## src/rtl/alu_cc_writer.sv

```systemverilog
`default_nettype none
// ============================================================================
// alu_cc_writer: classifies ALU results to one-hot N/Z/P, buffers and strobes
// them to the CC consumer; optional CC_LOAD_EN adds a load source for CC.
// Revision: 1.0 - initial release
// ============================================================================
module alu_cc_writer #(
  parameter int DATA_W = 16,
  parameter int DEPTH  = 2
) (
  input  logic              clka,
  input  logic              reset_in,
  input  logic              res_valid_in,
  input  logic [DATA_W-1:0] res_data_in,
  input  logic              res_we_in,
  output logic              res_ready_out,
`ifdef CC_LOAD_EN
  input  logic              ld_valid_in,
  input  logic [DATA_W-1:0] ld_data_in,
  output logic              ld_ready_out,
`endif
  input  logic              cc_stall_in,
  output logic              n_alu_out,
  output logic              z_alu_out,
  output logic              p_alu_out,
  output logic              we_reg_out,
  output logic              busy_out
);

  localparam int         c_ADDR_W    = $clog2(DEPTH);
  localparam int         c_CNT_W     = c_ADDR_W + 1;
  localparam logic [2:0] c_CC_Z      = 3'b010;
  localparam logic [c_CNT_W-1:0] c_DEPTH_CNT = c_CNT_W'(DEPTH);

  typedef enum logic [1:0] {
    ST_IDLE  = 2'd0,
    ST_ISSUE = 2'd1,
    ST_WAIT  = 2'd2
  } state_t;

  state_t                r_state;
  state_t                w_state_nxt;
  logic [c_CNT_W-1:0]    r_count;
  logic [c_ADDR_W-1:0]   r_wr_ptr;
  logic [c_ADDR_W-1:0]   r_rd_ptr;
  logic [2:0]            r_mem [DEPTH];
  logic [2:0]            r_cc;

  logic                  w_full;
  logic                  w_res_xfer;
  logic                  w_push;
  logic                  w_pop;
  logic [DATA_W-1:0]     w_push_data;
  logic [2:0]            w_push_code;
  logic [c_CNT_W-1:0]    w_count_nxt;
  logic [c_CNT_W-1:0]    w_avail;
  logic [c_ADDR_W-1:0]   w_head_idx;
  logic [2:0]            w_head_code;

  // {N,Z,P}; exactly one bit set for any input
  function automatic logic [2:0] f_classify(input logic [DATA_W-1:0] d);
    if (d[DATA_W-1])
      return 3'b100;
    else if (d == '0)
      return 3'b010;
    else
      return 3'b001;
  endfunction

  assign w_full        = (r_count == c_DEPTH_CNT);
  assign res_ready_out = ~w_full;
  assign w_res_xfer    = res_valid_in & ~w_full;

`ifdef CC_LOAD_EN
  logic w_ld_xfer;
  assign ld_ready_out = ~w_full & ~res_valid_in;
  assign w_ld_xfer    = ld_valid_in & ld_ready_out;
  assign w_push       = (w_res_xfer & res_we_in) | w_ld_xfer;
  assign w_push_data  = w_res_xfer ? res_data_in : ld_data_in;
`else
  assign w_push       = w_res_xfer & res_we_in;
  assign w_push_data  = res_data_in;
`endif

  assign w_push_code = f_classify(w_push_data);
  assign w_pop       = (r_state == ST_ISSUE);
  assign w_count_nxt = r_count + c_CNT_W'(w_push) - c_CNT_W'(w_pop);

  // Head for the next strobe: oldest surviving entry, or the incoming one
  // when the buffer is about to be otherwise empty.
  assign w_avail     = r_count - c_CNT_W'(w_pop);
  assign w_head_idx  = r_rd_ptr + c_ADDR_W'(w_pop);
  assign w_head_code = (w_avail != '0) ? r_mem[w_head_idx] : w_push_code;

  always_ff @(posedge clka or negedge reset_in) begin
    if (!reset_in)
      r_state <= ST_IDLE;
    else
      r_state <= w_state_nxt;
  end

  always_comb begin
    w_state_nxt = r_state;
    we_reg_out  = 1'b0;
    case (r_state)
      ST_IDLE: begin
        if (w_push)
          w_state_nxt = cc_stall_in ? ST_WAIT : ST_ISSUE;
      end
      ST_ISSUE: begin
        we_reg_out = 1'b1;
        if (w_count_nxt == '0)
          w_state_nxt = ST_IDLE;
        else if (cc_stall_in)
          w_state_nxt = ST_WAIT;
        else
          w_state_nxt = ST_ISSUE;
      end
      ST_WAIT: begin
        if (!cc_stall_in)
          w_state_nxt = ST_ISSUE;
      end
      default: w_state_nxt = ST_IDLE;
    endcase
  end

  always_ff @(posedge clka or negedge reset_in) begin
    if (!reset_in) begin
      r_count  <= '0;
      r_wr_ptr <= '0;
      r_rd_ptr <= '0;
    end else begin
      r_count <= w_count_nxt;
      if (w_push)
        r_wr_ptr <= r_wr_ptr + c_ADDR_W'(1);
      if (w_pop)
        r_rd_ptr <= r_rd_ptr + c_ADDR_W'(1);
    end
  end

  always_ff @(posedge clka) begin
    if (w_push)
      r_mem[r_wr_ptr] <= w_push_code;
  end

  // Architectural CC: only updated when a strobe is about to start.
  always_ff @(posedge clka or negedge reset_in) begin
    if (!reset_in)
      r_cc <= c_CC_Z;
    else if (w_state_nxt == ST_ISSUE)
      r_cc <= w_head_code;
  end

  assign n_alu_out = r_cc[2];
  assign z_alu_out = r_cc[1];
  assign p_alu_out = r_cc[0];
  assign busy_out  = (r_state != ST_IDLE) | (r_count != '0);

  a_cc_onehot: assert property (@(posedge clka) disable iff (!reset_in)
    $onehot(r_cc));
  a_count_range: assert property (@(posedge clka) disable iff (!reset_in)
    r_count <= c_DEPTH_CNT);

endmodule
`default_nettype wire

```

## config.mk

```make
export PLATFORM = sky130hd
export DESIGN_NAME = alu_cc_writer
export DESIGN_NICKNAME = d
export VERILOG_FILES = /design/src/rtl/alu_cc_writer.sv
export SDC_FILE = /design/constraint.sdc
export NUM_CORES = 1
export LEC_CHECK = 0
export ABC_AREA = 1
export ABC_CLOCK_PERIOD_IN_PS = 2550
export CAP_MARGIN = 20
export CORE_MARGIN = 2
export CORE_UTILIZATION = 44
export CTS_CLUSTER_DIAMETER = 50
export CTS_CLUSTER_SIZE = 12
export DETAILED_ROUTE_END_ITERATION = 16
export PLACE_DENSITY = 0.89
export SYNTH_ARGS = -nofsm -noshare
export SYNTH_HDL_FRONTEND = slang
export SYNTH_SLANG_ARGS = --single-unit
```

## constraint.sdc

```tcl
create_clock -name clka -period 2.55 [get_ports clka]
set_input_delay 0.51 -clock clka [delete_from_list [all_inputs] [get_ports clka]]
set_output_delay 0.51 -clock clka [all_outputs]
set_load 0.02 [all_outputs]
```

# Word-level counts from Yosys, hierarchy flattened

Memories as Yosys holds them, arrays and structs flattened.
Cells that the tools add are included.

Bits in registers: 9
RAM bits: 6
Input port bits: 21
Output and inout bits: 6
Memories kept: 1

Memories:

| name  | depth | width | rd ports | clocked after Yosys merged registers in | wr ports | RTL line | text |
|---|---|---|---|---|---|---|---|
| r_mem | 2     | 3     | 1        | 0                                       | 1        | 46       | `logic [2:0] r_mem [DEPTH];` |

Add/subtract/negate cells: 6
Equality and inequality tests: 4
Multiplexer cells: 11
Bitwise logic cells: 4
Reductions and logical operators: 6

Operators by type and width:

| operator            | number |
|---|---|
| $logic_not 16->1    | 1 |
| $mux 2              | 5 |
| $mux 3              | 2 |
| $pmux 2 s3          | 1 |
| $reduce_bool 2->1   | 3 |
| $eq 2x1->1 const B  | 2 |
| $eq 2x2->1 const B  | 2 |
| $logic_not 2->1     | 2 |
| $sub 2x1->2         | 2 |
| $mux 1              | 3 |
| $add 1x1->1 const B | 2 |
| $add 2x1->2         | 1 |
| $and 1x1->1         | 2 |
| $add 1x1->1         | 1 |
| $not 1->1           | 1 |
| $or 1x1->1          | 1 |

# Logic depth before layout (Yosys ltp)

Gate-level depths: netlist (run 1).

Depth after elaboration: 10
Gate-level depth with buffers: 17
Gate-level depth less buffers: 17

# Worst setup path after synthesis (run 1)

Ideal clock, no wire load.

Path type: reg2reg
Start: register r_count[0]
End: register r_cc[0]
Data arrival time: 1.788 ns
Path slack: 0.645 ns
Stages on the path, launching flop included: 17
Buffers on the path: 0
Path through: dfrtp_1 inv_1 nand2_2 nand3_2 ha_1 inv_1 ha_1 inv_1 nand2_1 nand3_1 nand2_1 nand2_1 nand2_1 nand2_1 nand2_1 nand2_1 nand2_1

Cells in the longest elaborated chain, start to end: 10

RTL lines:

| what                   | RTL line | text |
|---|---|---|
| start, declared        | 43       | `logic [c_CNT_W-1:0] r_count;` |
| start signal, assigned | 133      | `r_count <= w_count_nxt;` |
| $eq 2x2->1 (*)         | 70       | `assign w_full = (r_count == c_DEPTH_CNT);` |
| $not 1->1 (*)          | n/a      |  |
| net res_ready_out      | 16       | `output logic res_ready_out,` |
| $and 1x1->1 (*)        | 72       | `assign w_res_xfer = res_valid_in & ~w_full;` |
| $and 1x1->1 (*)        | 81       | `assign w_push = w_res_xfer & res_we_in;` |
| $add 2x1->2            | 87       | `assign w_count_nxt = r_count + c_CNT_W'(w_push) - c_CNT_W'(w_pop);` |
| $sub 2x1->2            | 87       |  |
| $logic_not 2->1        | 112      | `if (w_count_nxt == '0)` |
| $mux 2                 | 112      |  |
| $pmux 2 s3 (*)         | 105      | `case (r_state)` |
| $eq 2x1->1 (*)         | 150      | `else if (w_state_nxt == ST_ISSUE)` |
| end signal, assigned   | 149      | `r_cc <= c_CC_Z;` |
| end signal, assigned   | 151      | `r_cc <= w_head_code;` |
| end, declared          | 47       | `logic [2:0] r_cc;` |

Mark *: on every way through the listed nets, which the timed path passes. The rest lies on a longest branch.
A chain may end at the register's enable or synchronous reset.

# Worst setup path in the final report (run 1)

Start: input port res_valid_in
End: register r_cc[2]

Cells in the longest elaborated chain, start to end: 8

RTL lines:

| what            | RTL line | text |
|---|---|---|
| start, declared | 13       | `input logic res_valid_in,` |
| $and 1x1->1 (*) | 72       |  |
| $and 1x1->1 (*) | 81       |  |
| $add 2x1->2     | 87       |  |
| $sub 2x1->2     | 87       |  |
| $logic_not 2->1 | 112      |  |
| $mux 2          | 112      |  |
| $pmux 2 s3 (*)  | 105      |  |
| $eq 2x1->1 (*)  | 150      |  |

Every way passes the cells marked *; elsewhere a longest branch is shown, timed or not.

==> summary.txt, run 1 <==
ANT cells -> 0
Routed met3 length -> 123 um
Hold endpoint -> r_cc[1]$_DFFE_PN1N_
Status -> finished, final reports clean
Drt wl/cell -> 11.5 um
Nets@finish -> 159
First-pass DRT Iterations -> 4
Std-Cell Rows -> 15
CTS sink count -> 15
First-pass GRT wire length -> 2570 um
Post-synth EDFFs -> 6
Clock Tree Root -> clkbuf_4
Worst EP required -> 2.74 ns
Pins over their slew limit -> 0
Dpl hpwl -> 1450 um
Pre-CTS setup slack -> 0.0743 ns
Syn Inst Count -> 104
Async SR Flop Fraction -> 0.600
Final TNS setup -> 0 ns
Largest net degree at the start of global routing -> 10
Tcrit/Tclk final -> 0.843
Hold Buf Count CTS -> 0
Wirelength, routed -> 1840 um
Placed Cells incl. Taps -> 156
Clock Latency Late Sink -> 0.29 ns
Slew @ Worst Pin -> 0.440 ns
M1 wire length -> 704 um
Post-Syn Area -> 823 sq um
DR iter-0 viols -> 17
Post-Synth Simple-Gate Area -> 0.381
Total power -> 429 uW
Area contributors post-synth -> dfrtp_1 (24%), edfxtp_1 (22%), nand2_1 (15%), nand3_1 (7.3%), inv_1 (6.4%)
Slowest cell on crit path -> clkdlybuf4s50_1
Crit path max fanout -> 4
Gr ovfl total -> 0
GRT Total Usage -> 0.179
GPL Wtd Cong -> 0.827
Die Area -> 2230 sq um
Critical path type -> input port to register
Buf+Inv Stages, Crit Path -> 3
Die width -> 47.3 um
Post-route non-filler standard cell count -> 160
Mapped Nets -> 127
DR top layer -> met4
CP delay by family, top -> simple AND/OR/NAND/NOR gates
Fmax -> 465 MHz
Top-count cell post-synth -> nand2_1
Most used cell, CP -> nand2_1
Synth top area share -> 0.243
Share of layout cells above drive strength 1 -> 0.0741
Setup-failing EPs final -> 0
Peak VDD IR -> 0.321 mV
Initial Util -> 0.472
Worst Skew -> 0.00323 ns
Mux share of post-synthesis cell area -> 0
Layout overhead on the synthesized area -> 39.5%
Compound-cell area share of the yosys netlist -> 0.0152
Initial antenna violation count -> 0
Max-capacitance violation count -> 0
Die height -> 47.3 um
Hold Vio Cnt, Final -> 0
Post-Synth Adder-Cell Area -> 0.0304
Worst EP arrival -> 2.34 ns
CP Capture Type -> register
Leading cell types by count after synthesis -> nand2_1 (33), inv_1 (14), nor2_1 (14), nand3_1 (12), dfrtp_1 (8)
Via/cell ratio -> 4.96
RSZ-0062 raised after global routing -> false
R2r setup slk -> 0.53 ns
Largest family of logic cells by synthesized area -> simple AND/OR/NAND/NOR gates
LEAKAGE -> 0.529 nW
Number of global-route vias before repair -> 676
Hold wc startpoint -> r_cc[1]$_DFFE_PN1N_
Number of vias in the routed layout -> 794
Routed Antenna Nets -> 0
Nature of the critical path startpoint -> input port
Placeable Area -> 1750 sq um
Final WS setup -> 0.400 ns
Slew HR -> 0.706
Worst-path clk slew -> 0.08 ns
Reg2Reg Capture Point -> r_cc[2]$_DFFE_PN0N_
Hold WC Path Type -> register to register
CTS max path bufs -> 2
Ports -> 27
Final Critical Period -> 2.15 ns
Post-synthesis xor/xnor area fraction -> 0.0106
H-tree Lvls -> 1
Reg2Reg Depth -> 16
Input/output buffers -> 26
Critical path, cell by cell -> clkdlybuf4s50_1 > nand3_2 > ha_1 > inv_1 > ha_1 > inv_1 > nand2_1 > nand2_1 > nand2_1 > nand2_1 > nand2_1 > nand2_1 > nand2_1 > nand2_1 > nand2_1 > nand2_1
Post-CTS Setup Bufs -> 0
Most used DFF post-synth -> dfrtp_1
Slowest stage delay, CP -> 0.48 ns
#FFs+latches synth -> 15
Hold depth -> 2
Met2 routed WL -> 940 um
Yosys warns -> 0
Avg Cell Area, Syn -> 7.92 sq um
Critical Path Stages -> 16
Synth unique cells -> 17
DRC -> 0
Register area share after synthesis -> 0.494
Worst R2R Start -> r_state[0]$_DFF_PN0_
Post_cts resized -> 0
CTS tree -> yes
Leading area contributor after synthesis -> dfrtp_1
Pwr Density -> 373 nW/um^2
Num CTS Buffers -> 3
==> worst max-delay path by stage <==
stage                              start             endpoint  slack [ns]
finish                      res_valid_in  r_cc[2]$_DFFE_PN0N_        0.40
floorplan           r_count[0]$_DFF_PN0_  r_cc[0]$_DFFE_PN0N_        0.65
global placement               res_we_in  r_cc[2]$_DFFE_PN0N_        0.21
global route                res_valid_in  r_cc[2]$_DFFE_PN0N_        0.26
detailed placement          res_valid_in  r_cc[2]$_DFFE_PN0N_        0.07
CTS                         res_valid_in  r_cc[2]$_DFFE_PN0N_        0.39
==> cell families (layout without fill, tap and decap cells) <==
group | count (synthesis) | in the layout
AND/OR/NAND/NOR | 69 | 69
AO/OA/AOI/OAI | 2 | 2
buffers and inverters | 15 | 46
XOR/XNOR | 1 | 1
adder cells (fa/ha/maj) | 2 | 2
flip-flops | 15 | 15
==> flip-flops by register name, summed over array words and instances, names as in the netlist <==
signal and cells:
r_mem 6, r_cc 3, r_count 2, r_state 2, r_rd_ptr 1, r_wr_ptr 1
==> per-stage QoR <==
step,hold WS [ns],cell area [sq um],util
after floorplan,0.214,823,-
after global placement,0.458,1120,0.643
after detailed placement,0.463,1120,0.643
after CTS,0.485,1150,0.658
after global routing,0.518,1150,0.658
final,0.482,1150,0.658
==> layout make-up <==
class,count,area (sq um)
clock buffer,4,26.3
fill,135,597
inverter,15,56.3
multi-input combinational,74,360
sequential,15,407
tap,25,31.3
timing repair buffer,27,268
==> cells in the final DEF, fill, tap and decap left out, drive strengths merged <==
master,netlist,layout
nand4,1,1
nand2,35,35
nor2,15,15
clkdlybuf4s50,0,26
clkbuf,0,4
dfrtp,8,8
dfstp,1,1
a21boi,1,1
nand3,13,13
inv,15,15
nand3b,5,5
edfxtp,6,6
ha,2,2
buf,0,1
xor2,1,1
a21oi,1,1
==> metal layers <==
layer | up-vias | GRT usage
li1 | 392 | -
met5 | - | 0
met2 | 34 | 0.316
met3 | 7 | 0.0538
met1 | 361 | 0.156
met4 | 0 | 0.172
==> tightest hold or removal path, delay by kind of cell, from the launching register on <==
kind	cells	cell delay (ns)
DFF	1	0.38
and+or+nand+nor	2	0.11
==> power by group <==
part	leakage, nW	switching (mW)	internal [mW]
Clock	0.0150	0.0764	0.0610
Sequential	0.161	0	0.250
Combinational	0.352	0.0120	0.0291
Total	0.529	0.0883	0.340
(Power assumes the default switching activity.)
==> run 2: changes to the inputs <==
Settings changed: ABC_CLOCK_PERIOD_IN_PS 2550 to 1700, CORE_ASPECT_RATIO from default to 1.5, CORE_UTILIZATION 44 to 40, PLACE_DENSITY 0.89 to 0.86.
Clock period 2.55 ns to 1.7 ns, I/O delays scaled along.
==> summary.txt, run 2 (synthesis results as in run 1) <==
Status -> complete, but fails checks
Failing checks -> setup timing
Critical path type -> register to register
CP delay by family, top -> simple AND/OR/NAND/NOR gates
Most frequent cells in the layout -> nand2_1 (24), clkdlybuf4s50_1 (20), nor2_1 (14), buf_4 (14), nand3_1 (12)
Worst EP required -> 1.87 ns (-0.87 ns)
Storage cell area -> 407 sq um (unchanged)
Std-Cell Rows -> 20 (+5)
Die Area -> 2440 sq um (+9.5%)
Dpl hpwl -> 1640 um (+13%)
Die width -> 41.0 um (-13%)
Worst EP arrival -> 2.01 ns (-0.33 ns)
Peak VDD IR -> 0.488 mV (+52%)
LEAKAGE -> 0.626 nW (+19%)
Routed Antenna Nets -> 0 (unchanged)
Pins over their slew limit -> 0 (unchanged)
Pre-CTS setup slack -> -0.531 ns (-0.605 ns)
Placeable Area -> 1980 sq um (+13%)
Initial Util -> 0.416 (-0.0552)
Buf+Inv Stages, Crit Path -> 3 (unchanged)
Reg with most FFs -> r_mem
Initial antenna violation count -> 0 (unchanged)
Share of layout cells above drive strength 1 -> 0.287 (+0.213)
R2r setup slk -> -0.14 ns (-0.67 ns)
Die height -> 59.6 um (+26%)
Hold Vio Cnt, Final -> 0 (unchanged)
Clock Latency Late Sink -> 0.28 ns (about the same)
Max-capacitance violation count -> 0 (unchanged)
Setup-failing EPs final -> 6 (+6)
Gr ovfl total -> 0 (unchanged)
Worst R2R Start -> r_count[0]$_DFF_PN0_
Worst-path clk slew -> 0.08 ns (about the same)
Slowest stage delay, CP -> 0.37 ns (-0.11 ns)
Final WS setup -> -0.140 ns (-0.540 ns)
Fillers -> 170 (+26%)
Top Usage Layer GRT -> met2
First-pass DRT Iterations -> 4 (unchanged)
Nets@finish -> 174 (+9.4%)
GRT met2 Usage -> 0.408 (+0.0923)
Worst Skew -> 0.00156 ns (-0.00168 ns)
Layout overhead on the synthesized area -> 62.3%
RSZ-0062 raised after global routing -> true
GRT met3 Usage -> 0.0376 (-0.0163)
Final Critical Period -> 1.84 ns
Slew HR -> 0.689 (-0.0163)
Num CTS Buffers -> 3 (unchanged)
Tcrit/Tclk final -> 1.08
Reg2Reg Depth -> 16 (unchanged)
Hold_ws -> 0.357 ns (-0.125 ns)
DRC -> 0 (unchanged)
Top Registers -> r_mem x6, r_cc x3
Clock Tree Root -> clkbuf_4
Post-layout util -> 0.676 (+0.0179)
CTS sink count -> 15 (unchanged)
Drt wl/cell -> 12.3 um (+6.6%)
CTS max path bufs -> 2 (unchanged)
Wirelength, routed -> 2110 um (+15%)
Critical path, cell by cell -> inv_2 > nand2_4 > nand3_4 > ha_4 > inv_4 > ha_4 > inv_2 > nand2_2 > nand3_1 > nand2_2 > nand2_2 > nand2_4 > nand2_4 > nand2_4 > nand2_2 > nand2_1
ANT cells -> 0 (unchanged)
CTS tree -> yes
Most common cell after layout, fill and taps aside -> nand2_1
Routing usage on met1 -> 0.180 (+0.0246)
Largest net degree at the start of global routing -> 10 (unchanged)
H-tree Lvls -> 1 (unchanged)
Number of vias in the routed layout -> 846 (+6.5%)
Hold Buf Count CTS -> 0 (unchanged)
Pwr Density -> 476 nW/um^2 (+28%)
Reg2Reg Capture Point -> r_cc[2]$_DFFE_PN0N_
Max reg flops -> 6 (unchanged)
Ports -> 27 (unchanged)
First-pass GRT wire length -> 3370 um (+31%)
GRT Total Usage -> 0.204 (+0.0245)
Crit path max fanout -> 4 (unchanged)
Nature of the critical path startpoint -> register
Hold WC Path Type -> input port to async pin
Slew @ Worst Pin -> 0.466 ns (+0.0258 ns)
Input/output buffers -> 26 (unchanged)
Number of global-route vias before repair -> 920 (+36%)
DR iter-0 viols -> 6 (-11)
Multi-input combinational cell area -> 439 sq um (+22%)
Via/cell ratio -> 4.92 (-0.88%)
Slowest cell on crit path -> dfrtp_1
CP Capture Type -> register
Fmax -> 544 MHz
GPL Wtd Cong -> 0.778 (-5.9%)
## run 2: worst register-to-register path, delay by kind of cell (launching register included)
family,cells,cell delay [ns]
simple gates,11,0.79
fa+ha+maj,2,0.43
flops,1,0.37
buf+inv,3,0.14
## run 2: layout make-up
class,instances,area share
clock buffer,4,0.0197
inverter,15,0.0440
timing repair buffer,42,0.283
sequential,15,0.304
tap,22,0.0206
multi-input combinational,74,0.329
## run 2: what timing repair did
item,4_1_cts,5_1_grt
setup endpoints to repair,9,8
buffers inserted,3,3
gates resized for setup,16,13
pin swaps,10,8
## run 2: per-stage QoR
| stage | instance area (sq um) | total power [mW] | instances | TNS [ns] |
|---|---|---|---|---|
| after floorplan | 853 | 0.392 | 104 | -0.402 |
| after global placement | 1220 | 0.446 | 162 | -2.26 |
| after detailed placement | 1220 | 0.447 | 162 | -2.70 |
| after CTS | 1280 | 0.640 | 169 | -0.530 |
| after global routing | 1340 | 0.665 | 172 | -0.982 |
| final | 1340 | 0.636 | 172 | -0.575 |
## run 2: power breakdown
group          switching (mW)  internal, mW  leakage, nW  total, mW
clock network           0.107        0.0910       0.0150      0.198
registers                   0         0.376        0.161      0.376
logic                  0.0192        0.0437        0.450     0.0629
total                   0.126         0.510        0.626      0.636
## run 2: how the worst max path moves through the flow
| stage | from | endpoint | slack (ns) | depth (start not counted) |
|---|---|---|---|---|
| after global routing | r_count[0]$_DFF_PN0_ | r_cc[0]$_DFFE_PN0N_ | -0.21 | 16 |
| final | r_count[0]$_DFF_PN0_ | r_cc[2]$_DFFE_PN0N_ | -0.14 | 16 |
| after CTS | r_count[1]$_DFF_PN0_ | r_cc[0]$_DFFE_PN0N_ | -0.15 | 15 |
| after detailed placement | res_we_in | r_cc[0]$_DFFE_PN0N_ | -0.53 | 15 |
| after global placement | res_we_in | r_cc[2]$_DFFE_PN0N_ | -0.45 | 15 |
| after floorplan | r_state[0]$_DFF_PN0_ | r_cc[0]$_DFFE_PN0N_ | -0.13 | 16 |
## run 2: routing by layer
layer,part of all wire,wire length [um]
met1,0.34,710
met2,0.60,1280
met3,0.046,97
met4,0.012,26
met5,0,0
